[src/rtl/uart_csr_fifo_regs.sv]
// Module file: uart_csr_fifo_regs (top) plus its private FIFO, uart_csr_fifo.
// Top ports: CPU CSR bus (csr_addr/csr_wr/csr_rd/csr_wdata -> csr_rdata/csr_rvalid),
//   UART config (baud_div, tx_en, rx_en, parity_en, parity_odd), TX stream
//   (tx_data/tx_valid/tx_ready), RX strobe (rx_data/rx_valid/rx_parity_err) and irq.
// Optional feature macro: UART_CSR_IRQ_EN (IRQ_MASK register and registered irq output).
// Clocking: single clk, synchronous active-high rst.

// Synchronous FIFO with flush, count-based full/empty, push accepted when full if a pop lands in the same cycle.
// Latency: pushed data is visible at pop_dat the cycle after the push; pop_dat is the live head.
// Backpressure: none exported; the caller reads full/empty. Pushes to a full FIFO without a pop are dropped.
module uart_csr_fifo #(
    parameter int W     = 8,
    parameter int DEPTH = 16,
    localparam int AW   = $clog2(DEPTH),
    localparam int CW   = AW + 1
) (
    input  logic          clk,
    input  logic          rst,
    input  logic          flush,
    input  logic          push_vld,
    input  logic [W-1:0]  push_dat,
    input  logic          pop_vld,
    output logic [W-1:0]  pop_dat,
    output logic [CW-1:0] count,
    output logic          full,
    output logic          empty
);
    logic [W-1:0]  mem_q [DEPTH];
    logic [W-1:0]  mem_d [DEPTH];
    logic [AW-1:0] wr_ptr_q, wr_ptr_d;
    logic [AW-1:0] rd_ptr_q, rd_ptr_d;
    logic [CW-1:0] count_q, count_d;
    logic          do_push;
    logic          do_pop;

    assign empty   = (count_q == '0);
    assign full    = (count_q == CW'(DEPTH));
    assign count   = count_q;
    assign pop_dat = mem_q[rd_ptr_q];

    // A pop frees the slot this cycle, so a push into a full FIFO is still taken.
    assign do_pop  = pop_vld & ~empty;
    assign do_push = push_vld & (~full | do_pop);

    always_comb begin
        mem_d    = mem_q;
        wr_ptr_d = wr_ptr_q;
        rd_ptr_d = rd_ptr_q;
        count_d  = count_q;
        if (flush) begin
            wr_ptr_d = '0;
            rd_ptr_d = '0;
            count_d  = '0;
        end else begin
            if (do_push) begin
                mem_d[wr_ptr_q] = push_dat;
                wr_ptr_d        = wr_ptr_q + 1'b1;
            end
            if (do_pop) begin
                rd_ptr_d = rd_ptr_q + 1'b1;
            end
            case ({do_push, do_pop})
                2'b10:   count_d = count_q + 1'b1;
                2'b01:   count_d = count_q - 1'b1;
                default: count_d = count_q;
            endcase
        end
    end

    // Storage carries no reset; pointers and count define validity.
    always_ff @(posedge clk) begin
        mem_q <= mem_d;
    end

    always_ff @(posedge clk) begin
        if (rst) begin
            wr_ptr_q <= '0;
            rd_ptr_q <= '0;
            count_q  <= '0;
        end else begin
            wr_ptr_q <= wr_ptr_d;
            rd_ptr_q <= rd_ptr_d;
            count_q  <= count_d;
        end
    end
endmodule

// UART CSR register block: baud/control/status/data/levels registers fronting TX and RX FIFOs.
// Latency: csr_rdata/csr_rvalid exactly one cycle after csr_rd; irq one cycle after a status change.
// Backpressure: TX drains on tx_valid&tx_ready; RX has none, so full RX drops and flags rx_overflow.
module uart_csr_fifo_regs #(
    parameter int DATA_W   = 8,
    parameter int TX_DEPTH = 16,
    parameter int RX_DEPTH = 16,
    parameter int BAUD_W   = 16,
    parameter int BAUD_RST = 434
) (
    input  logic              clk,
    input  logic              rst,
    input  logic [2:0]        csr_addr,
    input  logic              csr_wr,
    input  logic              csr_rd,
    input  logic [31:0]       csr_wdata,
    output logic [31:0]       csr_rdata,
    output logic              csr_rvalid,
    output logic [BAUD_W-1:0] baud_div,
    output logic              tx_en,
    output logic              rx_en,
    output logic              parity_en,
    output logic              parity_odd,
    output logic [DATA_W-1:0] tx_data,
    output logic              tx_valid,
    input  logic              tx_ready,
    input  logic [DATA_W-1:0] rx_data,
    input  logic              rx_valid,
    input  logic              rx_parity_err,
    output logic              irq
);
    localparam int TX_CW = $clog2(TX_DEPTH) + 1;
    localparam int RX_CW = $clog2(RX_DEPTH) + 1;

    localparam logic [2:0] A_BAUD   = 3'd0;
    localparam logic [2:0] A_CTRL   = 3'd1;
    localparam logic [2:0] A_STATUS = 3'd2;
    localparam logic [2:0] A_SEND   = 3'd3;
    localparam logic [2:0] A_READ   = 3'd4;
    localparam logic [2:0] A_MASK   = 3'd5;
    localparam logic [2:0] A_LEVELS = 3'd6;

    logic [BAUD_W-1:0] baud_q, baud_d;
    logic [3:0]        ctrl_q, ctrl_d;      // {parity_odd, parity_en, rx_en, tx_en}
    logic [2:0]        sticky_q, sticky_d;  // {parity_err, tx_overflow, rx_overflow}
    logic [31:0]       rdata_q, rdata_d;
    logic              rvalid_q, rvalid_d;

    logic              rd_en;
    logic              tx_push, tx_pop, tx_flush, tx_full, tx_empty;
    logic              rx_push, rx_pop, rx_flush, rx_full, rx_empty;
    logic [TX_CW-1:0]  tx_count;
    logic [RX_CW-1:0]  rx_count;
    logic [DATA_W-1:0] rx_head;
    logic [2:0]        sticky_set;
    logic [6:0]        status;
    logic [6:0]        irq_mask_rd;
    logic [31:0]       rd_mux;
    logic [31:0]       levels;

    // A simultaneous write and read is treated as a write only.
    assign rd_en = csr_rd & ~csr_wr;

    assign tx_push  = csr_wr & (csr_addr == A_SEND);
    assign tx_pop   = tx_valid & tx_ready;
    assign tx_flush = csr_wr & (csr_addr == A_CTRL) & csr_wdata[4];
    assign rx_push  = rx_valid & ctrl_q[1];
    assign rx_pop   = rd_en & (csr_addr == A_READ);
    assign rx_flush = csr_wr & (csr_addr == A_CTRL) & csr_wdata[5];

    uart_csr_fifo #(.W(DATA_W), .DEPTH(TX_DEPTH)) u_tx_fifo (
        .clk      (clk),
        .rst      (rst),
        .flush    (tx_flush),
        .push_vld (tx_push),
        .push_dat (csr_wdata[DATA_W-1:0]),
        .pop_vld  (tx_pop),
        .pop_dat  (tx_data),
        .count    (tx_count),
        .full     (tx_full),
        .empty    (tx_empty)
    );

    uart_csr_fifo #(.W(DATA_W), .DEPTH(RX_DEPTH)) u_rx_fifo (
        .clk      (clk),
        .rst      (rst),
        .flush    (rx_flush),
        .push_vld (rx_push),
        .push_dat (rx_data),
        .pop_vld  (rx_pop),
        .pop_dat  (rx_head),
        .count    (rx_count),
        .full     (rx_full),
        .empty    (rx_empty)
    );

    assign tx_valid   = ~tx_empty & ctrl_q[0];
    assign baud_div   = baud_q;
    assign tx_en      = ctrl_q[0];
    assign rx_en      = ctrl_q[1];
    assign parity_en  = ctrl_q[2];
    assign parity_odd = ctrl_q[3];
    assign csr_rdata  = rdata_q;
    assign csr_rvalid = rvalid_q;

    assign status = {sticky_q, rx_empty, rx_full, tx_empty, tx_full};

    // Overflow only when full with no same-cycle pop to make room.
    assign sticky_set = {rx_push & rx_parity_err,
                         tx_push & tx_full & ~tx_pop,
                         rx_push & rx_full & ~rx_pop};

    always_comb begin
        levels                = '0;
        levels[TX_CW-1:0]     = tx_count;
        levels[16 +: RX_CW]   = rx_count;
    end

    always_comb begin
        rd_mux = '0;
        case (csr_addr)
            A_BAUD:   rd_mux = 32'(baud_q);
            A_CTRL:   rd_mux = 32'(ctrl_q);
            A_STATUS: rd_mux = 32'(status);
            A_READ:   rd_mux = rx_empty ? 32'd0 : 32'(rx_head);
            A_MASK:   rd_mux = 32'(irq_mask_rd);
            A_LEVELS: rd_mux = levels;
            default:  rd_mux = '0;
        endcase
    end

    always_comb begin
        baud_d   = baud_q;
        ctrl_d   = ctrl_q;
        sticky_d = sticky_q | sticky_set;
        if (csr_wr) begin
            case (csr_addr)
                A_BAUD:   baud_d   = csr_wdata[BAUD_W-1:0];
                A_CTRL:   ctrl_d   = csr_wdata[3:0];
                // Write-one-clears; a set in the same cycle takes priority.
                A_STATUS: sticky_d = (sticky_q & ~csr_wdata[6:4]) | sticky_set;
                default:  ;
            endcase
        end
        rvalid_d = rd_en;
        rdata_d  = rd_en ? rd_mux : rdata_q;
    end

    always_ff @(posedge clk) begin
        if (rst) begin
            baud_q   <= BAUD_W'(BAUD_RST);
            ctrl_q   <= '0;
            sticky_q <= '0;
            rdata_q  <= '0;
            rvalid_q <= 1'b0;
        end else begin
            baud_q   <= baud_d;
            ctrl_q   <= ctrl_d;
            sticky_q <= sticky_d;
            rdata_q  <= rdata_d;
            rvalid_q <= rvalid_d;
        end
    end

`ifdef UART_CSR_IRQ_EN
    logic [6:0] irq_mask_q, irq_mask_d;
    logic       irq_q, irq_d;

    always_comb begin
        irq_mask_d = irq_mask_q;
        if (csr_wr && (csr_addr == A_MASK)) begin
            irq_mask_d = csr_wdata[6:0];
        end
        irq_d = |(status & irq_mask_q);
    end

    always_ff @(posedge clk) begin
        if (rst) begin
            irq_mask_q <= '0;
            irq_q      <= 1'b0;
        end else begin
            irq_mask_q <= irq_mask_d;
            irq_q      <= irq_d;
        end
    end

    assign irq_mask_rd = irq_mask_q;
    assign irq         = irq_q;
`else
    assign irq_mask_rd = '0;
    assign irq         = 1'b0;
`endif
endmodule

[config.mk]
export PLATFORM = sky130hd
export DESIGN_NAME = uart_csr_fifo_regs
export DESIGN_NICKNAME = d
export VERILOG_FILES = /design/src/rtl/uart_csr_fifo_regs.sv
export SDC_FILE = /design/constraint.sdc
export NUM_CORES = 1
export LEC_CHECK = 0
export BUFFER_PORTS_ARGS = -buffer_cell sky130_fd_sc_hd__buf_4
export CORE_MARGIN = 2
export CORE_UTILIZATION = 59
export DETAILED_ROUTE_END_ITERATION = 6
export PLACE_DENSITY_LB_ADDON = 0.1
export SYNTH_ARGS = -nofsm -noshare
export SYNTH_HDL_FRONTEND = slang
export SYNTH_SLANG_ARGS = --single-unit
[constraint.sdc]
create_clock -name clk -period 3.5 [get_ports clk]
set_input_delay 0.35 -clock clk [delete_from_list [all_inputs] [get_ports clk]]
set_output_delay 0.35 -clock clk [all_outputs]
set_load 0.03 [all_outputs]
==> results.sh, run 1 <==
export IMPL_status="finished, final reports clean"
export IMPL_num_antenna_cells=0
export IMPL_cts_setup_buffers=0
export IMPL_layout_commonest_cell="edfxtp_1"
export IMPL_finalMaxSlewViolations=0
export IMPL_critPathKind="reg2reg"
export IMPL_grt_max_degree=45
export IMPL_fmax_mhz=325
export IMPL_multi_input_area_um2=3830
export IMPL_cts_tree="yes"
export IMPL_reg2reg_slack_ns=0.42
export IMPL_path_buf_inv=2
export IMPL_clk_pin_slew_worst_paths_ns=0.06
export IMPL_hold_viol=0
export IMPL_ios=113
export IMPL_drt_iter0_markers=585
export IMPL_cts_resized=0
export IMPL_swShare_pct=19.7
export IMPL_dieWidth_um=154
export IMPL_critPathMaxFanout=9
export IMPL_cp_start_kind="flip-flop"
export IMPL_antenna_left=0
export IMPL_synth_distinct_cells=48
export IMPL_synth_top_cell_by_area="edfxtp_1"
export IMPL_overflow=0
export IMPL_power_frac_seq_pct=53.3
export IMPL_ys_async_sr_fraction_pct=0
export IMPL_cts_max_level=1
export IMPL_ys_ff_latch=327
export IMPL_synthesis_instances=824
export IMPL_core_area_um2=22000
export IMPL_area_growth_pct=15.0
export IMPL_slowest_stage="nor4_2"
export IMPL_crit_chain="nor4_2 -> a31oi_2 -> inv_1 -> ha_1 -> inv_1 -> fa_1 -> nor2b_1 -> o21ai_0 -> and3_1 -> or4_1 -> a21oi_1"
export IMPL_synth_xor_area_share_pct=1.06
export IMPL_syn_area_per_cell_um2=16.1
export IMPL_holdWs_ns=0.0227
export IMPL_grt_pass1_wl_um=43200
export IMPL_vias_per_cell=6.02
export IMPL_yosys_area_share_adder_pct=2.00
export IMPL_drt_wl_total_um=27700
export IMPL_switchingPower_uw=1550
export IMPL_yosys_area_share_simple_pct=7.53
export IMPL_cap_violations=0
export IMPL_fp_row_count=54
export IMPL_cts_root_buf="clkbuf_16"
export IMPL_hold_buffers=0
export IMPL_numClockSinks=327
export IMPL_drive_gt1_share_pct=24.7
export IMPL_worstMarginPinSlew_ns=1.12
export IMPL_rsz0062_at_grt="no"
export IMPL_finalCritPeriodShare_pct=87.9
export IMPL_fin_skew_ns=0.0132
export IMPL_fin_crit_ns=3.08
export IMPL_synth_top_area_share_pct=58.0
export IMPL_maxSlewHeadroom_pct=25.0
export IMPL_place_gp_congestion=0.905
export IMPL_io_buffer_count=84
export IMPL_grt_pass1_vias=7611
export IMPL_ys_seq_area_share_pct=68.7
export IMPL_worst_ep_arrival_time_ns=3.55
export IMPL_setup_viol=0
export IMPL_grt_usage_pct=23.9
export IMPL_hold_path_class="in2reg"
export IMPL_crit_path_end_kind="flip-flop"
export IMPL_internal_power_uw=6340
export IMPL_final_seq_area_um2=9110
export IMPL_cp_slowest_stage_delay_ns=0.49
export IMPL_die_area_um2=23700
export IMPL_post_route_util_pct=69.4
export IMPL_drc=0
export IMPL_die_h_um=154
export IMPL_dp_hpwl_um=18700
export IMPL_p_comb_share_pct=2.9
export IMPL_numCtsBuffers=31
export IMPL_power_uw=7890
export IMPL_cp_top_family="simple AND/OR/NAND/NOR gates"
export IMPL_initial_core_util_pct=60.4
export IMPL_syn_area_um2=13300
export IMPL_nets=989
export IMPL_drt_first_pass_iters=5
export IMPL_power_leakage_uw=0.00509
export IMPL_fillers=1437
export IMPL_wire_per_inst_um=22.6
export IMPL_p_clk_share_pct=43.8
export IMPL_synth_compound_area_share_pct=3.80
export IMPL_synth_edf_count=256
export IMPL_timing_setup_tns_ns=0
export IMPL_synth_mux_area_share_pct=14.2
export IMPL_synth_area_top_cells="edfxtp_1 58%, mux4_2 11%, dfxtp_1 11%, nor2_1 2.2%, mux4_1 1.8%"
export IMPL_power_density_nw_per_um2=518
export IMPL_insertion_delay_ns=0.55
export IMPL_crit_top_cell="inv_1"
export IMPL_synth_main_ff_cell="edfxtp_1"
export IMPL_antenna_found_initial=0
export IMPL_ir_worst_vdd_mv=0.487
export IMPL_synth_top_family_by_area="multiplexers"
export IMPL_routed_via_count=7369
export IMPL_critPathRequiredTime_ns=3.98
export IMPL_cts_max_path_buffers=3
export IMPL_ys_warn_count=0
export IMPL_mostFrequentLayoutCells="256 x edfxtp_1, 107 x buf_4, 77 x nor2_1"
## flip-flops by register name, summed over array words and instances (netlist names)
| name | flops |
|---|---|
| csr_rvalid | 1 |
| u_rx_fifo.count | 5 |
| u_tx_fifo.mem_q | 128 |
| ctrl_q | 4 |
| baud_div | 16 |
| u_rx_fifo.wr_ptr_q | 4 |
| u_tx_fifo.count | 5 |
| u_tx_fifo.rd_ptr_q | 4 |
| u_rx_fifo.mem_q | 128 |
| sticky_q | 3 |
| u_tx_fifo.wr_ptr_q | 4 |
| u_rx_fifo.rd_ptr_q | 4 |
| csr_rdata | 21 |
## worst paths after layout
check	startpoint	end	cells past startpoint
max	u_tx_fifo.count[1]	u_tx_fifo.count[4]	11
min reg2reg	csr_rdata[16]	csr_rdata[16]	2
max reg2reg	u_tx_fifo.count[1]	u_tx_fifo.count[4]	11
min	csr_wdata[8]	baud_div[8]	3
## cell families (layout without fill, tap and decap cells)
| group | count (synthesis) | after routing |
|---|---|---|
| compound gates | 81 | 81 |
| xor+xnor | 16 | 16 |
| fa+ha+maj | 20 | 20 |
| buf+inv | 73 | 182 |
| flops | 327 | 327 |
| mux | 90 | 90 |
| other cells | 1 | 12 |
| simple gates | 216 | 216 |
## power by group through the flow
stage | Sequential, uW | Clock (uW) | Combinational (uW)
2_1_floorplan | 4310 | 0 | 101
4_1_cts | 4210 | 3520 | 231
5_1_grt | 4210 | 3680 | 249
6_report | 4210 | 3460 | 231
3_3_place_gp | 4290 | 0 | 220
3_5_place_dp | 4290 | 0 | 229
## per-stage QoR
stage	setup WS, ns	std cells	instance area (um2)
2_1_floorplan	0.481	835	13300
3_3_place_gp	0.442	1166	14200
3_5_place_dp	0.379	1166	14200
4_1_cts	0.372	1224	15200
5_1_grt	0.175	1224	15200
6_report	0.424	1224	15200
## tightest hold or removal path: stages
cell      delay [ns]
buf_4           0.08
nand2_1         0.04
nand3b_1        0.07
## Yosys cell counts (all sizes together), types with 2 or more instances
library cell,instances
dfxtp,71
xnor2,6
inv,16
and2,4
clkbuf,28
nand2b,4
fa,2
a21o,3
nor4,2
nand3b,6
nor2,77
mux4,75
a22oi,16
nand4,9
o31ai,2
or4,2
nand3,19
ha,18
and3,7
xor2,10
nand2,63
a31oi,2
edfxtp,256
a21oi,40
mux2,4
buf,29
mux2i,11
nor2b,11
a221oi,4
o21ai,9
o2111ai,2
nor3,7
## area by class of cell
class                           instances  area share (%)
Timing Repair Buffer                  108            5.40
Tap cell                              280            2.30
Multi-Input combinational cell        435            25.1
Clock inverter                         20            1.73
Inverter                               16           0.394
Clock buffer                           38            5.26
Sequential cell                       327            59.8
## metal layers
layer	track usage, %	vias up	routed length, um
li1	-	3331	-
met1	31.2	3734	10900
met2	42.6	249	14700
met3	3.16	55	1390
met4	6.90	0	691
met5	0	-	0
(Power assumes the default switching activity.)
==> run 2, diff against run 1 <==
--- a/config.mk
+++ b/config.mk
@@ -6,6 +6,7 @@
 export NUM_CORES = 1
 export LEC_CHECK = 0
 export BUFFER_PORTS_ARGS = -buffer_cell sky130_fd_sc_hd__buf_4
+export CORE_ASPECT_RATIO = 1.4
 export CORE_MARGIN = 2
 export CORE_UTILIZATION = 59
 export DETAILED_ROUTE_END_ITERATION = 6
==> results.sh, run 2 (same netlist as run 1, synthesis figures left out) <==
export IMPL_status="finished, final reports clean"
export IMPL_maxSlewHeadroom_pct=33.5
export IMPL_crit_path_end_kind="flip-flop"
export IMPL_reg2regPathDepth=12
export IMPL_crit_start="u_rx_fifo.count[0]"
export IMPL_die_area_um2=23700
export IMPL_critPathKind="reg2reg"
export IMPL_fmax_mhz=312
export IMPL_cts_max_path_buffers=3
export IMPL_multi_input_area_um2=3830
export IMPL_antenna_left=0
export IMPL_routed_via_count=7391
export IMPL_fillers=1480
export IMPL_fin_crit_ns=3.20
export IMPL_area_growth_pct=15.3
export IMPL_num_antenna_cells=0
export IMPL_p_comb_share_pct=3.0
export IMPL_grt_pass1_wl_um=44200
export IMPL_dp_hpwl_um=19400
export IMPL_overflow=0
export IMPL_path_buf_inv=2
export IMPL_crit_top_cell="inv_1"
export IMPL_dieWidth_um=131
export IMPL_rsz0062_at_grt="no"
export IMPL_io_buffer_count=84
export IMPL_design_area_um2=15300
export IMPL_setup_viol=0
export IMPL_path_depth=12
export IMPL_reg2reg_slack_ns=0.30
export IMPL_critPathRequiredTime_ns=3.99
export IMPL_cp_top_family="simple AND/OR/NAND/NOR gates"
export IMPL_power_density_nw_per_um2=515
export IMPL_cts_tree="yes"
export IMPL_dpl_cell_area_um2=14200
export IMPL_stdcell_count=1242
export IMPL_place_gp_congestion=0.881
export IMPL_power_leakage_uw=0.00511
export IMPL_finalCritPeriodShare_pct=91.4
export IMPL_timing_setup_tns_ns=0
export IMPL_r2r_start="u_rx_fifo.count[0]"
export IMPL_cp_slowest_stage_delay_ns=0.55
export IMPL_core_area_um2=21900
export IMPL_switchingPower_uw=1550
export IMPL_cap_violations=0
export IMPL_cts_setup_buffers=0
export IMPL_worst_ep_arrival_time_ns=3.69
export IMPL_ios=113
export IMPL_final_seq_area_um2=9110
export IMPL_placed_cells=1185
export IMPL_nets=991
export IMPL_finalMaxSlewViolations=0
export IMPL_hold_viol=0
export IMPL_fin_skew_ns=0.0145
export IMPL_crit_chain="nor4_2 -> o211ai_1 -> and2_1 -> inv_1 -> ha_1 -> inv_1 -> fa_1 -> nor2b_1 -> o21ai_0 -> and3_1 -> or4_1 -> a21oi_1"
export IMPL_grt_usage_pct=24.9
export IMPL_grt_pass1_vias=7728
export IMPL_hold_path_class="in2reg"
export IMPL_worstMarginPinSlew_ns=0.989
export IMPL_grt_max_degree=45
export IMPL_critPathMaxFanout=5
export IMPL_wire_per_inst_um=23.0
export IMPL_cts_resized=0
export IMPL_cts_root_buf="clkbuf_16"
export IMPL_drt_wl_total_um=28600
export IMPL_drc=0
export IMPL_cts_max_level=1
export IMPL_slowest_stage="nor4_2"
export IMPL_clk_pin_slew_worst_paths_ns=0.07
export IMPL_drt_first_pass_iters=5
export IMPL_drt_iter0_markers=631
export IMPL_die_h_um=181
export IMPL_swShare_pct=19.7
export IMPL_numCtsBuffers=30
export IMPL_cp_start_kind="flip-flop"
export IMPL_mostFrequentLayoutCells="256 x edfxtp_1, 108 x buf_4, 77 x nor2_1"
export IMPL_r2r_end="u_rx_fifo.count[4]"
export IMPL_power_frac_seq_pct=53.4
export IMPL_fp_row_count=64
export IMPL_layout_commonest_cell="edfxtp_1"
export IMPL_drive_gt1_share_pct=24.7
export IMPL_insertion_delay_ns=0.56
export IMPL_p_clk_share_pct=43.6
export IMPL_internal_power_uw=6330
export IMPL_antenna_found_initial=0
export IMPL_critical_path_endpoint="u_rx_fifo.count[4]"
export IMPL_initial_core_util_pct=60.4
export IMPL_vias_per_cell=5.95
export IMPL_numClockSinks=327
export IMPL_ir_worst_vdd_mv=0.457
export IMPL_power_uw=7880
[run 2: what timing repair did]
action / CTS / global route
hold endpoints to repair: 1 / 0
setup endpoints to repair: 0 / 0
hold buffers: 1 / 0
[run 2: metrics by stage]
step | util (%) | hold WS, ns | setup slack [ns]
after floorplan | - | 0.428 | 0.481
after detailed placement | 64.8 | 0.446 | 0.341
after CTS | 69.7 | 0.0180 | 0.329
final | 69.7 | 0.0344 | 0.300
after global placement | 64.8 | 0.446 | 0.462
after global routing | 69.7 | 0.0294 | 0.00726
[run 2: cell type report]
class	instances	share of cell area, %
Clock buffer	41	5.53
Inverter	16	0.393
Sequential cell	327	59.6
Timing Repair Buffer	111	5.63
Tap cell	297	2.43
Multi-Input combinational cell	435	25.1
Clock inverter	15	1.34
[run 2: how the worst min path moves through the flow]
| stage | from | to | slack [ns] | cells past startpoint |
|---|---|---|---|---|
| floorplan | sticky_q[1] | sticky_q[1] | 0.43 | 2 |
| global placement | sticky_q[1] | sticky_q[1] | 0.45 | 2 |
| detailed placement | sticky_q[1] | sticky_q[1] | 0.45 | 2 |
| CTS | csr_wdata[13] | baud_div[13] | 0.02 | 3 |
| global route | csr_wdata[9] | baud_div[9] | 0.03 | 3 |
| finish | csr_wdata[10] | baud_div[10] | 0.03 | 3 |
[run 2: power groups by stage]
stage          clock (uW)  combinational (uW)  sequential [uW]
5_1_grt              3640                 251             4210
2_1_floorplan           0                 101             4310
3_3_place_gp            0                 223             4290
6_report             3440                 234             4210
3_5_place_dp            0                 231             4290
4_1_cts              3490                 233             4210
[run 2: routing by layer]
metal	vias up	routed length (um)	global-route usage, %
met5	-	0	0
met4	0	1040	8.64
met3	61	1350	2.90
met2	239	15700	45.0
met1	3757	10500	30.8
li1	3334	-	-
[run 2: worst register-to-register path: cells and delay by family (launching register included)]
family / cells / cell delay, ns
adders and majority gates: 2 / 0.61
DFF: 1 / 0.37
and+or+nand+nor: 5 / 1.50
buffers and inverters: 2 / 0.16
AOI/OAI and AO/OA: 3 / 0.49
